**src/rtl/mem_bus_arbiter_pkg.sv**
```systemverilog
// Shared types for the two-port external memory bus arbiter.
package mem_bus_arbiter_pkg;

  localparam int unsigned ADDR_W = 24;
  localparam int unsigned DATA_W = 16;

  typedef enum logic [1:0] {
    ARB_IDLE,
    ARB_BUS,
    ARB_ACK
  } arb_state_t;

  typedef struct packed {
    logic              we;
    logic [ADDR_W-1:0] addr;
    logic [DATA_W-1:0] wdata;
  } mem_bus_req_t;

  // Winner among the pending requests when no lock applies: on a tie, the port that did not go last.
  function automatic logic rr_pick(input logic [1:0] req, input logic last);
    return (req == 2'b11) ? ~last : req[1];
  endfunction

endpackage

```
**src/rtl/mem_bus_arbiter_if.sv**
```systemverilog
// Requester-side bundle: per-port request/handshake signals and shared read data.
interface mem_bus_arbiter_if;
  import mem_bus_arbiter_pkg::*;

  logic [1:0]             req_i;
  logic [1:0]             lock_i;
  logic [1:0]             we_i;
  logic [1:0][ADDR_W-1:0] addr_i;
  logic [1:0][DATA_W-1:0] wdata_i;
  logic [1:0]             gnt_o;
  logic [1:0]             ack_o;
  logic [1:0]             err_o;
  logic [DATA_W-1:0]      rdata_o;

  modport slave (
    input  req_i, lock_i, we_i, addr_i, wdata_i,
    output gnt_o, ack_o, err_o, rdata_o
  );

  modport master (
    output req_i, lock_i, we_i, addr_i, wdata_i,
    input  gnt_o, ack_o, err_o, rdata_o
  );

endinterface

```
**src/rtl/arb_wait_timer.sv**
```systemverilog
// Counts needWait stall cycles of one bus access and flags the stall that hits the timeout.
module arb_wait_timer #(
  parameter int TIMEOUT_CYCLES = 16,
  parameter int TMR_W          = 5
) (
  input  logic clk,
  input  logic rst,
  input  logic clr_i,
  input  logic inc_i,
  output logic expired_o
);

  localparam logic [TMR_W-1:0] LIMIT   = (TIMEOUT_CYCLES == 0) ? '0 : TMR_W'(TIMEOUT_CYCLES - 1);
  localparam logic [TMR_W-1:0] CNT_MAX = '1;

  logic [TMR_W-1:0] cnt_q, cnt_d;

  always_comb begin
    cnt_d = cnt_q;
    if (clr_i) begin
      cnt_d = '0;
    end else if (inc_i && (cnt_q != CNT_MAX)) begin
      cnt_d = cnt_q + 1'b1;
    end
  end

  always_ff @(posedge clk) begin
    if (rst) begin
      cnt_q <= '0;
    end else begin
      cnt_q <= cnt_d;
    end
  end

  // Compare is against the count before this stall is added, so the Nth stall expires.
  assign expired_o = (TIMEOUT_CYCLES != 0) && inc_i && (cnt_q == LIMIT);

endmodule

```
**src/rtl/mem_bus_arbiter.sv**
```systemverilog
// Round-robin arbiter sharing the external 24-bit memory bus between the CPU (port 0)
// and a DMA/debug master (port 1), with locked bursts and a stuck-bus timeout.
module mem_bus_arbiter
  import mem_bus_arbiter_pkg::*;
#(
  parameter int TIMEOUT_CYCLES = 16,
  parameter int TMR_W          = 5
) (
  input  logic              clk,
  input  logic              rst,
  mem_bus_arbiter_if.slave  bus,
  output logic [ADDR_W-1:0] addr_o,
  output logic              re_o,
  output logic              we_o,
  output logic [DATA_W-1:0] data_o,
  output logic              data_oe_o,
  input  logic [DATA_W-1:0] data_i,
  input  logic              needWait_i
);

  arb_state_t        state_q, state_d;
  logic              owner_q, owner_d;
  logic              last_q, last_d;
  logic              lock_vld_q, lock_vld_d;
  logic              lock_own_q, lock_own_d;
  mem_bus_req_t      req_q, req_d;
  logic [DATA_W-1:0] rdata_q, rdata_d;
  logic              err_q, err_d;

  logic              tmr_clr, tmr_inc, tmr_expired;
  logic              lock_hold, have_win, win;
  logic              in_bus, in_ack;
  logic [1:0]        owner_oh;

  assign tmr_clr = (state_q == ARB_IDLE);
  assign tmr_inc = (state_q == ARB_BUS) && needWait_i;

  arb_wait_timer #(
    .TIMEOUT_CYCLES (TIMEOUT_CYCLES),
    .TMR_W          (TMR_W)
  ) u_wait_timer (
    .clk       (clk),
    .rst       (rst),
    .clr_i     (tmr_clr),
    .inc_i     (tmr_inc),
    .expired_o (tmr_expired)
  );

  always_comb begin
    state_d    = state_q;
    owner_d    = owner_q;
    last_d     = last_q;
    lock_vld_d = lock_vld_q;
    lock_own_d = lock_own_q;
    req_d      = req_q;
    rdata_d    = rdata_q;
    err_d      = err_q;
    lock_hold  = 1'b0;
    have_win   = 1'b0;
    win        = 1'b0;

    unique case (state_q)
      ARB_IDLE: begin
        lock_hold = lock_vld_q && bus.req_i[lock_own_q];
        if (lock_vld_q && !bus.req_i[lock_own_q]) begin
          lock_vld_d = 1'b0;
        end
        if (lock_hold) begin
          have_win = 1'b1;
          win      = lock_own_q;
        end else if (|bus.req_i) begin
          have_win = 1'b1;
          win      = rr_pick(bus.req_i, last_q);
        end
        if (have_win) begin
          owner_d = win;
          req_d   = '{we: bus.we_i[win], addr: bus.addr_i[win], wdata: bus.wdata_i[win]};
          state_d = ARB_BUS;
        end
      end
      ARB_BUS: begin
        if (needWait_i) begin
          if (tmr_expired) begin
            err_d   = 1'b1;
            rdata_d = '0;
            state_d = ARB_ACK;
          end
        end else begin
          err_d   = 1'b0;
          rdata_d = req_q.we ? '0 : data_i;
          state_d = ARB_ACK;
        end
      end
      ARB_ACK: begin
        last_d     = owner_q;
        lock_vld_d = !err_q && bus.lock_i[owner_q];
        lock_own_d = owner_q;
        state_d    = ARB_IDLE;
      end
      default: state_d = ARB_IDLE;
    endcase
  end

  always_ff @(posedge clk) begin
    if (rst) begin
      state_q    <= ARB_IDLE;
      owner_q    <= 1'b0;
      last_q     <= 1'b1;
      lock_vld_q <= 1'b0;
      lock_own_q <= 1'b0;
      req_q      <= '0;
      rdata_q    <= '0;
      err_q      <= 1'b0;
    end else begin
      state_q    <= state_d;
      owner_q    <= owner_d;
      last_q     <= last_d;
      lock_vld_q <= lock_vld_d;
      lock_own_q <= lock_own_d;
      req_q      <= req_d;
      rdata_q    <= rdata_d;
      err_q      <= err_d;
    end
  end

  // All outputs decode from registered state only, so they are glitch-free and zero outside BUS/ACK.
  always_comb begin
    in_bus      = (state_q == ARB_BUS);
    in_ack      = (state_q == ARB_ACK);
    owner_oh    = 2'b01 << owner_q;
    bus.gnt_o   = (in_bus || in_ack) ? owner_oh : '0;
    bus.ack_o   = in_ack ? owner_oh : '0;
    bus.err_o   = (in_ack && err_q) ? owner_oh : '0;
    bus.rdata_o = in_ack ? rdata_q : '0;
    addr_o      = in_bus ? req_q.addr : '0;
    data_o      = in_bus ? req_q.wdata : '0;
    re_o        = in_bus && !req_q.we;
    we_o        = in_bus && req_q.we;
    data_oe_o   = in_bus && req_q.we;
  end

endmodule

```
**src/flat_wrapper.sv**
```systemverilog
// flat-port wrapper written by rule: the top's interface ports become plain ports
module mem_bus_arbiter_flat import mem_bus_arbiter_pkg::*;
#(
  parameter int TIMEOUT_CYCLES = 16,
  parameter int TMR_W          = 5
)
  (clk, rst, addr_o, re_o, we_o, data_o, data_oe_o, data_i, needWait_i, bus_req_i, bus_lock_i, bus_we_i, bus_addr_i, bus_wdata_i, bus_gnt_o, bus_ack_o, bus_err_o, bus_rdata_o);
  mem_bus_arbiter_if bus_i ();
  input  logic clk;
  input  logic rst;
  output logic [ADDR_W-1:0] addr_o;
  output logic re_o;
  output logic we_o;
  output logic [DATA_W-1:0] data_o;
  output logic data_oe_o;
  input  logic [DATA_W-1:0] data_i;
  input  logic needWait_i;
  input wire logic [$bits(bus_i.req_i)-1:0] bus_req_i;
  input wire logic [$bits(bus_i.lock_i)-1:0] bus_lock_i;
  input wire logic [$bits(bus_i.we_i)-1:0] bus_we_i;
  input wire logic [$bits(bus_i.addr_i)-1:0] bus_addr_i;
  input wire logic [$bits(bus_i.wdata_i)-1:0] bus_wdata_i;
  output wire logic [$bits(bus_i.gnt_o)-1:0] bus_gnt_o;
  output wire logic [$bits(bus_i.ack_o)-1:0] bus_ack_o;
  output wire logic [$bits(bus_i.err_o)-1:0] bus_err_o;
  output wire logic [$bits(bus_i.rdata_o)-1:0] bus_rdata_o;
  assign bus_i.req_i = bus_req_i;
  assign bus_i.lock_i = bus_lock_i;
  assign bus_i.we_i = bus_we_i;
  assign bus_i.addr_i = bus_addr_i;
  assign bus_i.wdata_i = bus_wdata_i;
  assign bus_gnt_o = bus_i.gnt_o;
  assign bus_ack_o = bus_i.ack_o;
  assign bus_err_o = bus_i.err_o;
  assign bus_rdata_o = bus_i.rdata_o;
  mem_bus_arbiter #(.TIMEOUT_CYCLES(TIMEOUT_CYCLES), .TMR_W(TMR_W)) u_core (.clk(clk), .rst(rst), .bus(bus_i), .addr_o(addr_o), .re_o(re_o), .we_o(we_o), .data_o(data_o), .data_oe_o(data_oe_o), .data_i(data_i), .needWait_i(needWait_i));
endmodule
```
**config.mk**
```make
export PLATFORM = sky130hd
export DESIGN_NAME = mem_bus_arbiter_flat
export DESIGN_NICKNAME = d
export VERILOG_FILES = /design/src/rtl/mem_bus_arbiter_pkg.sv /design/src/rtl/mem_bus_arbiter_if.sv /design/src/rtl/arb_wait_timer.sv /design/src/rtl/mem_bus_arbiter.sv /design/src/flat_wrapper.sv
export SDC_FILE = /design/constraint.sdc
export NUM_CORES = 1
export LEC_CHECK = 0
export BUFFER_PORTS_ARGS = -buffer_cell sky130_fd_sc_hd__buf_2
export CAP_MARGIN = 10
export CORE_MARGIN = 1
export CORE_UTILIZATION = 40
export DETAILED_ROUTE_END_ITERATION = 10
export PLACE_DENSITY = 0.77
export SLEW_MARGIN = 20
export SYNTH_ARGS = -nofsm -noshare
export SYNTH_HDL_FRONTEND = slang
export SYNTH_SLANG_ARGS = --single-unit
```
**constraint.sdc**
```tcl
create_clock -name clk -period 1.8 [get_ports clk]
set_clock_uncertainty 0.1 [all_clocks]
set_input_delay 0.27 -clock clk [delete_from_list [all_inputs] [get_ports clk]]
set_output_delay 0.27 -clock clk [all_outputs]
set_load 0.02 [all_outputs]
```
# Word level (Yosys, flattened, before mapping)
# Index checks and enable logic that the tools add are counted.
# word_totals
register_bits	69
out_inout_bits	65
elab_cells	81
# classes
addsub	1
n_lt_le_gt_ge	3
n_eq_ne	9
shifts	1
muxes	34
n_bitwise	1
reduce_logical	21
# ops
op	count
$mux 16	7
$mux 24	3
$mux 1	16
$mux 2	6
$logic_and 1x1->1	9
$reduce_and 2->1	4
$lt 1x2->1 const B	3
$add 5x1->5 const B	1
$eq 5x4->1 const B	1
$ne 5x5->1 const B	1
$eq 2x2->1 const B	2
$ne 2x2->1 const B	2
$pmux 2 s2	1
$reduce_or 2->1	2
$logic_not 1->1	3
$ne 3x2->1 const B	1
$eq 2x1->1 const B	1
$logic_not 2->1	1
$ne 2x1->1 const B	1
$pmux 1 s2	1
$reduce_bool 2->1	1
$shl 1x1->2 const A	1
$logic_or 1x1->1	1
$not 1->1	1

# Logic depth before layout (Yosys ltp)
# logic_depth
depth_word	7
ltp_mapped	7

# By module
# Synthesis repeated with hierarchy kept, for this count alone.
# hier_totals
hier_cells	451
hier_area_um2	3748.6
# by_module_without_submodules
mod	n_inst	cells_per_inst	area_per_inst_um2	seq_area_each_um2
mem_bus_arbiter	1	423	3494.6	1281.2
arb_wait_timer	1	28	254.0	100.1

# Worst setup path before layout
# No wires, ideal clock.
# synth_path
path_type	register to output
from	reg u_core.state_q[1]
to	out addr_o[0]
t_arrival_ns	1.419
slack_ns	0.011
path_stages_with_launch	7
path_cell_list	dfxtp_1 > inv_1 > ha_1 > inv_1 > clkbuf_1 > clkbuf_1 > nor2_1
# synth_between
elab_chain_cells	2
# synth_lines
element	line	text
from (decl)	mem_bus_arbiter.sv:21	arb_state_t state_q, state_d;
from (signal assigned)	mem_bus_arbiter.sv:115	state_q <= state_d;
$eq 2x1->1	mem_bus_arbiter.sv:128	in_bus = (state_q == ARB_BUS);
$mux 24	mem_bus_arbiter.sv:135	addr_o = in_bus ? req_q.addr : '0;
to (decl)	flat_wrapper.sv:11	output logic [ADDR_W-1:0] addr_o;
# No other way between the ends.

# Worst setup path after layout
# layout_path
from	reg u_core.state_q[1]
to	out data_o[7]
# layout_between
elab_chain_cells	2
# layout_lines
element	line	text
$eq 2x1->1	mem_bus_arbiter.sv:128	
$mux 16	mem_bus_arbiter.sv:136	data_o = in_bus ? req_q.wdata : '0;
to (decl)	flat_wrapper.sv:14	output logic [DATA_W-1:0] data_o;
# No other way between the ends.

==> flow_metrics.tcl <==
set metrics [dict create \
    cts_sinks 69 \
    dpl.hpwl_mm 7.105 \
    irDropWorstVdd_uv 476.2 \
    synthCells 404 \
    status "finished clean" \
    die_area_um2 9009 \
    numCtsBuffers 9 \
    max_freq_mhz 562.8 \
    io-pin-count 170 \
    die_w_um 94.92 \
    final_nets 691 \
    yosysSeqAreaShare 0.4000 \
    cts_tree "done" \
    numPortBuffers 169 \
    maxSlewViolCount 0 \
    powerDensity_nw_per_um2 988.5 \
    finalCriticalPeriod_ns 1.777 \
    n_antenna_cell 0 \
    hold_path_class "primary input to register" \
    cts-root-buf "clkbuf_8" \
    rows 33 \
    cp_cell_sequence "inv_6 -> ha_4 -> inv_8 -> buf_6 -> nor2_1 -> buf_4" \
    fin_area_um2 5070 \
    syn_area_per_cell_um2 8.548 \
    yosysWarnings 0 \
    wl_mm 10.51 \
    areaGrowthSynthToFinish_pct 46.81 \
    gp_congestion 0.7657 \
    cts.path.max_buffers 2 \
    maxCapViolations 0 \
    yosys_most_used_dff "dfxtp_1" \
    hold_viol 0 \
    drive_gt1_frac 0.4408 \
    grt_max_degree 28 \
    ys_seq_elements 69 \
    synth_top_area_frac 0.4000 \
    core_area_um2 8299 \
    synth_edf_count 0 \
    synthesis.nets 517 \
    final_cell_mix "130 x buf_2, 66 x dfxtp_1, 64 x a21oi_1, 44 x buf_4, 42 x inv_1" \
    rsz0062_at_grt "yes" \
    synthArstFlopShare 0 \
    cpMaxStageDelayCell "dfxtp_4" \
    synth_area_leaders "dfxtp_1 40%, o221a_1 13%, a21oi_1 9.4%" \
    setup-violations-final 0 \
    max_slew_margin 0.7771 \
    cp-start-kind "register" \
    post-route-period-util 0.9871 \
    cpPeakStageDelay_ns 0.37 \
    synth.distinct_cells 39 \
    synth_area_um2 3453 \
    drt_iter0_markers 168 \
    required_ns 1.43 \
    route.vias.total 3632 \
    antenna_found_initial 0 \
    viasPerCell 5.279 \
    worstPathMaxFanout 11 \
    die_h_um 94.92 \
    hold_buffers 0 \
    dr.pass1.iters 5 \
    tightest_slew_ns 0.3343 \
    clock_latency_ns 0.34 \
    first_global_vias 3336 \
    path_class "register to primary output" \
    synth_top_area_cell "dfxtp_1" \
    ant_nets 0 \
    p_total_mw 5.012 \
    dpl_cell_area_um2 4412 \
    cp.arrival_ns 1.41 \
    initial_utilization 0.4161 \
    grt_pass1_wl_mm 15.58 \
    htreeDepth 3 \
    wl_per_cell_um 15.28 \
    p_leak_nw 2.263 \
    grt-ovfl-total 0 \
    holdWs_ns 0.08190 \
    crit_path_end_kind "primary output" \
    grt.total_usage 0.2211 \
    clk_pin_slew_ns 0.08 \
    drc 0 \
    final_common_cell "buf_2" \
]
repair_timing:
| action | in CTS | in global routing |
|---|---|---|
| endpoints found under the setup margin | 65 | 76 |
| endpoints found under the hold margin | 0 | 0 |
| setup buffers | 2 | 6 |
| pin swaps | 1 | 3 |
| gates cloned | 1 | 1 |
| resized for setup | 50 | 65 |
path summary, 6_finish.rpt:
kind	cells after the start	end	startpoint	slack [ns]
worst min register to register	2	u_core.rdata_q[10]$_SDFFE_PP0P_	u_core.rdata_q[10]$_SDFFE_PP0P_	0.38
worst max-delay path	6	data_o[7]	u_core.state_q[1]$_SDFFE_PP0P_	0.02
worst max register to register	6	u_core.u_wait_timer.cnt_q[3]$_SDFFE_PP0P_	u_core.u_wait_timer.cnt_q[0]$_SDFFE_PP0P_	0.04
worst min-delay path	2	u_core.req_q[11]$_SDFFE_PP0P_	bus_wdata_i[11]	0.08
Yosys cell counts (2+ instances only):
master	n
and2_1	19
and3b_1	2
nor2_1	49
a211oi_1	2
or3_1	2
o221a_1	40
nand4b_1	17
buf_6	8
dfxtp_1	69
a21oi_1	65
nand2b_1	2
mux2i_1	2
nand2_1	2
nand3b_1	2
nand3_1	3
and3_1	2
buf_2	2
o21ai_0	20
clkbuf_1	23
inv_1	46
nor2b_1	2
ha_1	8
per-stage QoR:
stage            util  setup WS, ns  setup TNS (ns)  cells
2_1_floorplan       -       0.01060               0    404
3_3_place_gp   0.5316       0.05662               0    662
3_5_place_dp   0.5316      -0.03823        -0.03823    662
4_1_cts        0.5788     -0.001329       -0.001564    681
5_1_grt        0.6109      -0.05548         -0.3650    688
6_report       0.6109       0.02313               0    688
kinds of logic after synthesis:
kind of cell / after synthesis / synth area share
AOI/OAI and AO/OA: 132 / 0.2761
and+or+nand+nor: 107 / 0.1714
buffers and inverters: 83 / 0.1094
DFF: 69 / 0.4000
adders and majority gates: 8 / 0.02899
muxes: 3 / 0.009058
xor gates and xnor gates: 2 / 0.005073
critical path: cells and delay by family (launching register included):
family,cells,cell delay [ns]
and+or+nand+nor,1,0.11
adders and majority gates,1,0.16
buffers and inverters,4,0.42
DFF,1,0.37
metal layers:
| layer | wire length [µm] | part of all wire | global-route usage |
|---|---|---|---|
| met1 | 4336 | 0.41 | 0.2676 |
| met2 | 5362 | 0.51 | 0.3861 |
| met3 | 706 | 0.067 | 0.05475 |
| met4 | 108 | 0.010 | 0.06187 |
| met5 | 0 | 0 | 0 |
area by class of cell:
cell class	instances	area (µm²)
repair buffers	198	1325
fillers	730	3229
multi-input cells	252	1824
clock inverters	5	60.06
flip-flops and latches	69	1390
clock buffers	11	141.4
well taps	105	131.4
inverters	48	197.7
sequential cells by signal (all words and copies together), names as in the netlist:
| name | flops |
|---|---|
| u_core.req_q | 41 |
| u_core.last_q | 1 |
| u_core.owner_q | 1 |
| u_core.state_q | 2 |
| u_core.lock_own_q | 1 |
| u_core.err_q | 1 |
| u_core.rdata_q | 16 |
| u_core.lock_vld_q | 1 |
| u_core.u_wait_timer.cnt_q | 5 |
power by group:
group,internal [mW],switching [mW],total [mW]
logic,0.853,1.04,1.89
registers,1.75,0.0887,1.84
clock network,0.681,0.596,1.28
total,3.29,1.73,5.01
Power figures use the tool's default switching activity.
